`src/rtl/id_decode_stage.sv`:
```
// MIPS ID stage: IF/ID reg, regfile with write-through bypass, decoder, load-use detect, ID/EX reg.
// Latency 2 edges F->E; load-use stalls F/IF-ID one cycle (bubble to E); pc_src_M flushes both registers.
module id_decode_stage (
    input  logic        clk,
    input  logic        reset,
    input  logic [31:0] instruction_F,
    input  logic [31:0] pc_plus_4_F,
    input  logic        pc_src_M,
    input  logic        reg_write_W,
    input  logic [4:0]  write_reg_W,
    input  logic [31:0] result_W,
    output logic        stall_F,
    output logic        reg_write_E,
    output logic        mem_to_reg_E,
    output logic        mem_write_E,
    output logic        branch_E,
    output logic        bne_E,
    output logic        alu_src_E,
    output logic        reg_dst_E,
    output logic [3:0]  alu_ctrl_E,
    output logic [31:0] rd1_E,
    output logic [31:0] rd2_E,
    output logic [31:0] imm_E,
    output logic [31:0] pc_plus_4_E,
    output logic [4:0]  rs_E,
    output logic [4:0]  rt_E,
    output logic [4:0]  rd_E,
    output logic [4:0]  shamt_E
);
    localparam logic [3:0] ALU_ADD = 4'd0;
    localparam logic [3:0] ALU_SUB = 4'd1;
    localparam logic [3:0] ALU_AND = 4'd2;
    localparam logic [3:0] ALU_OR  = 4'd3;
    localparam logic [3:0] ALU_SLT = 4'd4;
    localparam logic [3:0] ALU_SLL = 4'd5;
    localparam logic [3:0] ALU_SRL = 4'd6;
    localparam logic [3:0] ALU_LUI = 4'd7;

    typedef struct packed {
        logic        reg_write;
        logic        mem_to_reg;
        logic        mem_write;
        logic        branch;
        logic        bne;
        logic        alu_src;
        logic        reg_dst;
        logic [3:0]  alu_ctrl;
        logic [31:0] rd1;
        logic [31:0] rd2;
        logic [31:0] imm;
        logic [31:0] pc4;
        logic [4:0]  rs;
        logic [4:0]  rt;
        logic [4:0]  rd;
        logic [4:0]  shamt;
    } idex_t;

    logic [31:0] instr_q, instr_d;
    logic [31:0] pc4_q, pc4_d;
    logic [31:0] regs_q [32];
    logic [31:0] regs_d [32];
    idex_t       idex_q, idex_d, dec;

    logic [5:0]  opcode_D, funct_D;
    logic [4:0]  rs_D, rt_D;
    logic [31:0] rd1_D, rd2_D;

    assign opcode_D = instr_q[31:26];
    assign funct_D  = instr_q[5:0];
    assign rs_D     = instr_q[25:21];
    assign rt_D     = instr_q[20:16];

    // Same-cycle write-back wins over the array so a W->D dependency needs no extra stall.
    assign rd1_D = (rs_D == 5'd0) ? 32'd0 :
                   (reg_write_W && write_reg_W == rs_D) ? result_W : regs_q[rs_D];
    assign rd2_D = (rt_D == 5'd0) ? 32'd0 :
                   (reg_write_W && write_reg_W == rt_D) ? result_W : regs_q[rt_D];

    assign stall_F = idex_q.mem_to_reg && (idex_q.rt != 5'd0) &&
                     ((idex_q.rt == rs_D) || (idex_q.rt == rt_D));

    always_comb begin
        dec       = '0;
        dec.rd1   = rd1_D;
        dec.rd2   = rd2_D;
        dec.pc4   = pc4_q;
        dec.rs    = rs_D;
        dec.rt    = rt_D;
        dec.rd    = instr_q[15:11];
        dec.shamt = instr_q[10:6];
        dec.imm   = {{16{instr_q[15]}}, instr_q[15:0]};
        case (opcode_D)
            6'h00: begin
                dec.reg_write = 1'b1;
                dec.reg_dst   = 1'b1;
                case (funct_D)
                    6'h20:   dec.alu_ctrl = ALU_ADD;
                    6'h22:   dec.alu_ctrl = ALU_SUB;
                    6'h24:   dec.alu_ctrl = ALU_AND;
                    6'h25:   dec.alu_ctrl = ALU_OR;
                    6'h2A:   dec.alu_ctrl = ALU_SLT;
                    6'h00:   dec.alu_ctrl = ALU_SLL;
                    6'h02:   dec.alu_ctrl = ALU_SRL;
                    default: begin
                        dec.reg_write = 1'b0;
                        dec.reg_dst   = 1'b0;
                    end
                endcase
            end
            6'h08: begin
                dec.alu_ctrl = ALU_ADD; dec.alu_src = 1'b1; dec.reg_write = 1'b1;
            end
            6'h0C: begin
                dec.alu_ctrl = ALU_AND; dec.alu_src = 1'b1; dec.reg_write = 1'b1;
                dec.imm = {16'h0, instr_q[15:0]};
            end
            6'h0D: begin
                dec.alu_ctrl = ALU_OR; dec.alu_src = 1'b1; dec.reg_write = 1'b1;
                dec.imm = {16'h0, instr_q[15:0]};
            end
            6'h0F: begin
                dec.alu_ctrl = ALU_LUI; dec.alu_src = 1'b1; dec.reg_write = 1'b1;
                dec.imm = {instr_q[15:0], 16'h0};
            end
            6'h23: begin
                dec.alu_ctrl = ALU_ADD; dec.alu_src = 1'b1; dec.reg_write = 1'b1;
                dec.mem_to_reg = 1'b1;
            end
            6'h2B: begin
                dec.alu_ctrl = ALU_ADD; dec.alu_src = 1'b1; dec.mem_write = 1'b1;
            end
            6'h04: begin
                dec.alu_ctrl = ALU_SUB; dec.branch = 1'b1;
            end
            6'h05: begin
                dec.alu_ctrl = ALU_SUB; dec.branch = 1'b1; dec.bne = 1'b1;
            end
            default: ;
        endcase
    end

    // Flush outranks stall: a redirected stream must not keep the held instruction.
    always_comb begin
        instr_d = instr_q;
        pc4_d   = pc4_q;
        if (pc_src_M) begin
            instr_d = '0;
            pc4_d   = '0;
        end else if (!stall_F) begin
            instr_d = instruction_F;
            pc4_d   = pc_plus_4_F;
        end
        idex_d = (pc_src_M || stall_F) ? '0 : dec;
    end

    always_comb begin
        regs_d = regs_q;
        if (reg_write_W && write_reg_W != 5'd0) regs_d[write_reg_W] = result_W;
    end

    always_ff @(posedge clk or negedge reset) begin
        if (!reset) begin
            instr_q <= '0;
            pc4_q   <= '0;
            idex_q  <= '0;
            for (int i = 0; i < 32; i++) regs_q[i] <= '0;
        end else begin
            instr_q <= instr_d;
            pc4_q   <= pc4_d;
            idex_q  <= idex_d;
            regs_q  <= regs_d;
        end
    end

    assign reg_write_E  = idex_q.reg_write;
    assign mem_to_reg_E = idex_q.mem_to_reg;
    assign mem_write_E  = idex_q.mem_write;
    assign branch_E     = idex_q.branch;
    assign bne_E        = idex_q.bne;
    assign alu_src_E    = idex_q.alu_src;
    assign reg_dst_E    = idex_q.reg_dst;
    assign alu_ctrl_E   = idex_q.alu_ctrl;
    assign rd1_E        = idex_q.rd1;
    assign rd2_E        = idex_q.rd2;
    assign imm_E        = idex_q.imm;
    assign pc_plus_4_E  = idex_q.pc4;
    assign rs_E         = idex_q.rs;
    assign rt_E         = idex_q.rt;
    assign rd_E         = idex_q.rd;
    assign shamt_E      = idex_q.shamt;
endmodule

```
`config.mk`:
```
export PLATFORM = sky130hd
export DESIGN_NAME = id_decode_stage
export DESIGN_NICKNAME = d
export VERILOG_FILES = /design/src/rtl/id_decode_stage.sv
export SDC_FILE = /design/constraint.sdc
export NUM_CORES = 2
export LEC_CHECK = 0
export CORE_MARGIN = 2
export CORE_UTILIZATION = 40
export DETAILED_ROUTE_END_ITERATION = 10
export GPL_ROUTABILITY_DRIVEN = 0
export PLACE_DENSITY = 0.62
export SLEW_MARGIN = 20
export SYNTH_ARGS = -nofsm -noshare
export SYNTH_HDL_FRONTEND = slang
export SYNTH_SLANG_ARGS = --single-unit
```
`constraint.sdc`:
```
create_clock -name clk -period 1.9 [get_ports clk]
set_input_delay 0.475 -clock clk [delete_from_list [all_inputs] [get_ports clk]]
set_output_delay 0.475 -clock clk [all_outputs]
set_load 0.02 [all_outputs]
```
* Word-level counts from Yosys, hierarchy flattened
Cells that the tools add are included.
** Cells by class
- Divide/modulo/power cells :: 0
- Muxes and demuxes :: 29
- Shift-type cells :: 0
- Multipliers :: 0
- Add/sub/neg operators :: 0
- $lt $le $gt $ge :: 4
- Reduce and logical (&&, ||, !) cells :: 19
- Bitwise gates (word level) :: 3
- Equal/unequal tests :: 19
** Operators with widths (count)
- bitwise mux 1024 bit :: 1
- 2-to-1 mux 32 bit :: 13
- binary-select mux 32 bit (select 5 bit) :: 2
- demux 32 bit (select 5 bit) :: 1
- 2-to-1 mux 159 bit :: 1
- one-hot mux 32 bit (2 select lines) :: 1
- == test 6 bit (second input constant) :: 7
- == test 6 x 4 -> 1 bit (second input constant) :: 4
- == test 5 bit :: 4
- one-hot mux 4 bit (5 select lines) :: 1
- >= comparator 6 bit (second input constant) :: 3
- inverter 5 -> 6 bit :: 3
- one-hot mux 3 bit (6 select lines) :: 1
- == test 6 x 3 -> 1 bit (second input constant) :: 2
- zero test 6 bit :: 2
- zero test 5 bit :: 2
- nonzero test 5 bit :: 2
- 2-to-1 mux 1 bit :: 7
- OR reduction 7 bit :: 1
- == test 6 x 2 -> 1 bit (second input constant) :: 1
- logical AND 1 bit :: 6
- < comparator 6 x 1 -> 1 bit (second input constant) :: 1
- OR reduction 6 bit :: 1
- OR reduction 5 bit :: 1
- other kinds (4) :: 6
** Word-level totals
- Word-level logic and storage cells :: 124
- Latch bits :: 0
- Memory bits (read-only) :: 0
- Memory bits (writable) :: 0
- Memories kept :: 0
- Flip-flop bits (word level) :: 1247

* Longest topological paths before layout
- Word-level depth :: 7
- Mapped depth :: 9
- Depth with buffers taken out :: 5

* Least setup slack after synthesis
No wires, ideal clock.
- Path kind :: register to output
- Start :: register idex_q, in the netlist rt_E[0]
- End :: output stall_F
- Slack :: -0.218 ns
- Data arrival time :: 1.643 ns
- Cell stages (with the launch flop) :: 7
- Data required time :: 1.425 ns
- Cells stage by stage :: dfrtp_1 xnor2_1 nand3_1 o22a_1 clkbuf_1 clkbuf_1 nor2_1
** Between the ends
- Word-level cells in the longest chain between the ends :: 3
** Ends and longest elaborated chain
- from (decl) :: RTL line 62 : idex_t idex_q, idex_d, dec;
- from (signal assigned) :: RTL line 170 : idex_q <= idex_d;
- == test 5 bit or nonzero test 5 bit (tied branches) :: RTL line 80, 79
- logical OR 1 bit or logical AND 1 bit (tied branches) :: RTL line 80, 79
- logical AND 1 bit (*) :: RTL line 79 : assign stall_F = idex_q.mem_to_reg && (idex_q.rt != 5'd0) &&
- to (decl) :: RTL line 12 : output logic stall_F,
Every way passes the cells marked *; elsewhere a longest branch is shown, timed or not.

* Worst setup path after layout
- Start :: register instr_q[16]
- End :: output stall_F
** Between the ends
- Word-level cells in the longest chain between the ends :: 3
** Ends and longest elaborated chain
- from (decl) :: RTL line 58 : logic [31:0] instr_q, instr_d;
- from (signal assigned) :: RTL line 168 : instr_q <= instr_d;
- == test 5 bit :: RTL line 80 : ((idex_q.rt == rs_D) || (idex_q.rt == rt_D));
- logical OR 1 bit :: RTL line 80
- logical AND 1 bit :: RTL line 79
No other way between the ends.

==> out/results.ini <==
[global_route]
grt_pass1_wl_mm = 322
gr-usage-all-layers = 0.269
antenna_found_initial = 2
grt_max_degree = 79
grt_pass1_vias = 45987
overflow = 0

[drt]
drc_errors = 0
ant_nets = 0
vias = 45048
drtPass1Iterations = 7
drt_iter0_drc = 4156
vias_per_cell = 6.18
routed_wirelength_mm = 221
wire_per_inst_um = 30.2

[layout]
fin_nets = 5231
drive_above_1_share = 0.567
multi_input_area_sq_mm = 0.0326
regArea_sq_mm = 0.0312
syn_to_final_growth_pct = 31.7
fin_cells = 7294
fillers = 12629

[placement]
port_buffers = 263
dp_hpwl_mm = 139
place_ws_ns = -1.15
dp_cells = 6845

[clock_network]
clk_pin_slew_worst_paths_ns = 0.06
cts_made_buffers = 141
cts_tree = yes
cts.sinks = 1246
clkLatencyLatePin_ns = 0.78
root_buffer = clkbuf_16
clockBufferDepth = 3
htreeDepth = 4

[synth]
synth.area.top_cells = dfrtp_1 49%, mux2_2 17%, mux4_2 15%, mux2i_1 2.7%, mux2_1 2.0%
seq_area_frac_synth = 0.493
syn_nets = 4568
async_reset_ff_frac = 1.00
synth_area_per_cell_sq_um = 14.2
yosys.area.top_type_share = 0.493
synth.most_common_cell = dfrtp_1
ys_warn_count = 0
yosysTopAreaCell = dfrtp_1
netlist_area_sq_mm = 0.0632
synth_ff_type = dfrtp_1
synth.distinct_cells = 59
synth_common_cells = 1246 x dfrtp_1, 974 x mux2_2, 411 x mux4_2
ys_ff_latch = 1246
synth-edff-count = 0
synthCells = 4463

[floorplanning]
die_h_um = 402
rows = 145
pin_count = 265
core-area_sq_mm = 0.157
initial_core_util = 0.404
die_area_sq_mm = 0.161
die_x_um = 402

[worst_setup_path]
crit_fanout = 4
critical_path_required_ns = 1.42
arrival_ns = 2.08
crit_path_end_kind = primary output
worstSetupPathType = flop to primary output
cp-start-kind = flop

[sta]
finalMaxSlewViolations = 0
max_slew_margin = 0.515
tns_ns = -52.82
finClkSkew_ns = 0.0441
finalCritPeriodShare = 1.34
hold_viol = 0
tightest_slew_ns = 0.727
rsz0062_at_grt = true
fmax_mhz = 392
min_period_ns = 2.55
fin_ws_ns = -0.650
setup_viol = 259
whs_ns = 0.119

[power]
power_mw = 79.2
power.density_mw_per_mm2 = 951
peakVddDrop_v = 0.00102
leakagePower_nw = 35.5

[status]
status = finished with violations
violations = negative setup slack

[run]
maxCapViolCount = 0

[worst_hold_path]
hp-class = input pin to flop

-- state kept, by name, summed over array words and instances, names as in the netlist, 32 cells and up --
signal and count:
rd2_E 32, regs_q 1024, rd1_E 32, imm_E 32, pc4_q 32, instr_q 32
pc_plus_4_E 32
-- what timing repair did --
| action | CTS | global route |
|---|---|---|
| setup endpoints to repair | 507 | 276 |
| gates resized for setup | 1182 | 224 |
| endpoints found under the hold margin | 102 | 0 |
| pin swaps | 182 | 115 |
| gates cloned | 26 | 8 |
| buffers inserted | 142 | 57 |
| hold buffers | 1 | 0 |
-- routing by layer --
layer,GRT usage,part of all wire,vias to the layer above
met3,0.0691,0.087,450
met5,0,0.000032,-
met4,0.0817,0.032,2
met1,0.371,0.42,24242
li1,-,-,18361
met2,0.417,0.46,1993
-- path summary, 6_finish.rpt --
kind,startpoint,to,slack (ns),cells past startpoint
max,instr_q[16]$_DFFE_PN0P_,stall_F,-0.65,5
min,pc_src_M,instr_q[18]$_DFFE_PN0P_,0.12,3
max reg2reg,instr_q[16]$_DFFE_PN0P_,rd2_E[19]$_DFF_PN0_,-0.62,10
min reg2reg,regs_q[1022]$_DFFE_PN0P_,regs_q[1022]$_DFFE_PN0P_,0.39,0
max in group asynchronous,reset,regs_q[905]$_DFFE_PN0P_,0.74,4
min in group asynchronous,reset,regs_q[1020]$_DFFE_PN0P_,0.22,2
-- cells by family after synthesis --
| logic type | after synthesis | share of synthesized area |
|---|---|---|
| simple gates | 540 | 0.0455 |
| mux | 1666 | 0.367 |
| compound gates | 473 | 0.0520 |
| flops | 1246 | 0.493 |
| xor+xnor | 20 | 0.00277 |
| other cells | 1 | 0.0000593 |
| buf+inv | 517 | 0.0397 |
-- metrics by stage --
| stage | cell area (sq um) | utilization |
|---|---|---|
| finish | 83300 | 0.532 |
| global route | 83300 | 0.532 |
| CTS | 81700 | 0.522 |
| detailed placement | 73300 | 0.468 |
| global placement | 73300 | 0.468 |
| floorplan | 63400 | - |
-- worst max-delay path, cell delays in order, from the launching register on --
cell and delay (ns):
dfrtp_4 0.53, xnor2_2 0.16, nand3_2 0.10, o22a_2 0.28, nor2_4 0.09, buf_6 0.12
-- cell usage in the layout, fill, tap and decap left out, types with 17 or more instances in the layout --
cell / n
o41ai_2: 22
a22oi_2: 60
clkbuf_16: 152
mux4_2: 413
mux2_4: 19
buf_2: 130
nor3_2: 24
a21oi_1: 68
o22ai_1: 20
a211oi_1: 59
nand3_1: 68
buf_12: 253
buf_16: 28
o221ai_2: 20
clkbuf_8: 26
clkbuf_1: 41
buf_6: 107
nor4_1: 23
nor2_4: 18
o21ai_1: 41
nor2b_1: 65
nor3_4: 19
a211oi_2: 33
mux2i_1: 129
mux2_2: 955
clkinv_2: 18
and2_1: 50
a221o_1: 31
clkdlybuf4s50_1: 102
dfrtp_1: 1229
o22ai_2: 30
nor4_2: 44
buf_8: 29
mux2i_4: 24
nand2_2: 17
o21ai_0: 29
nor2_1: 116
mux2_1: 111
buf_4: 362
-- where the power goes --
group / internal, mW / total [mW] / switching (mW)
logic: 9.93 / 17.3 / 7.39
clock network: 16.0 / 27.6 / 11.6
registers: 31.0 / 34.3 / 3.28
-- final cells by class --
cell class              instances  area share
diodes                          2   0.0000601
clock buffers                 211      0.0494
clock inverters                40     0.00595
inverters                       4    0.000180
multi-input cells            2700       0.391
flip-flops and latches       1246       0.375
well taps                    2058      0.0309
repair buffers               1033       0.147
Note: power is estimated with default switching activity, not from simulation.
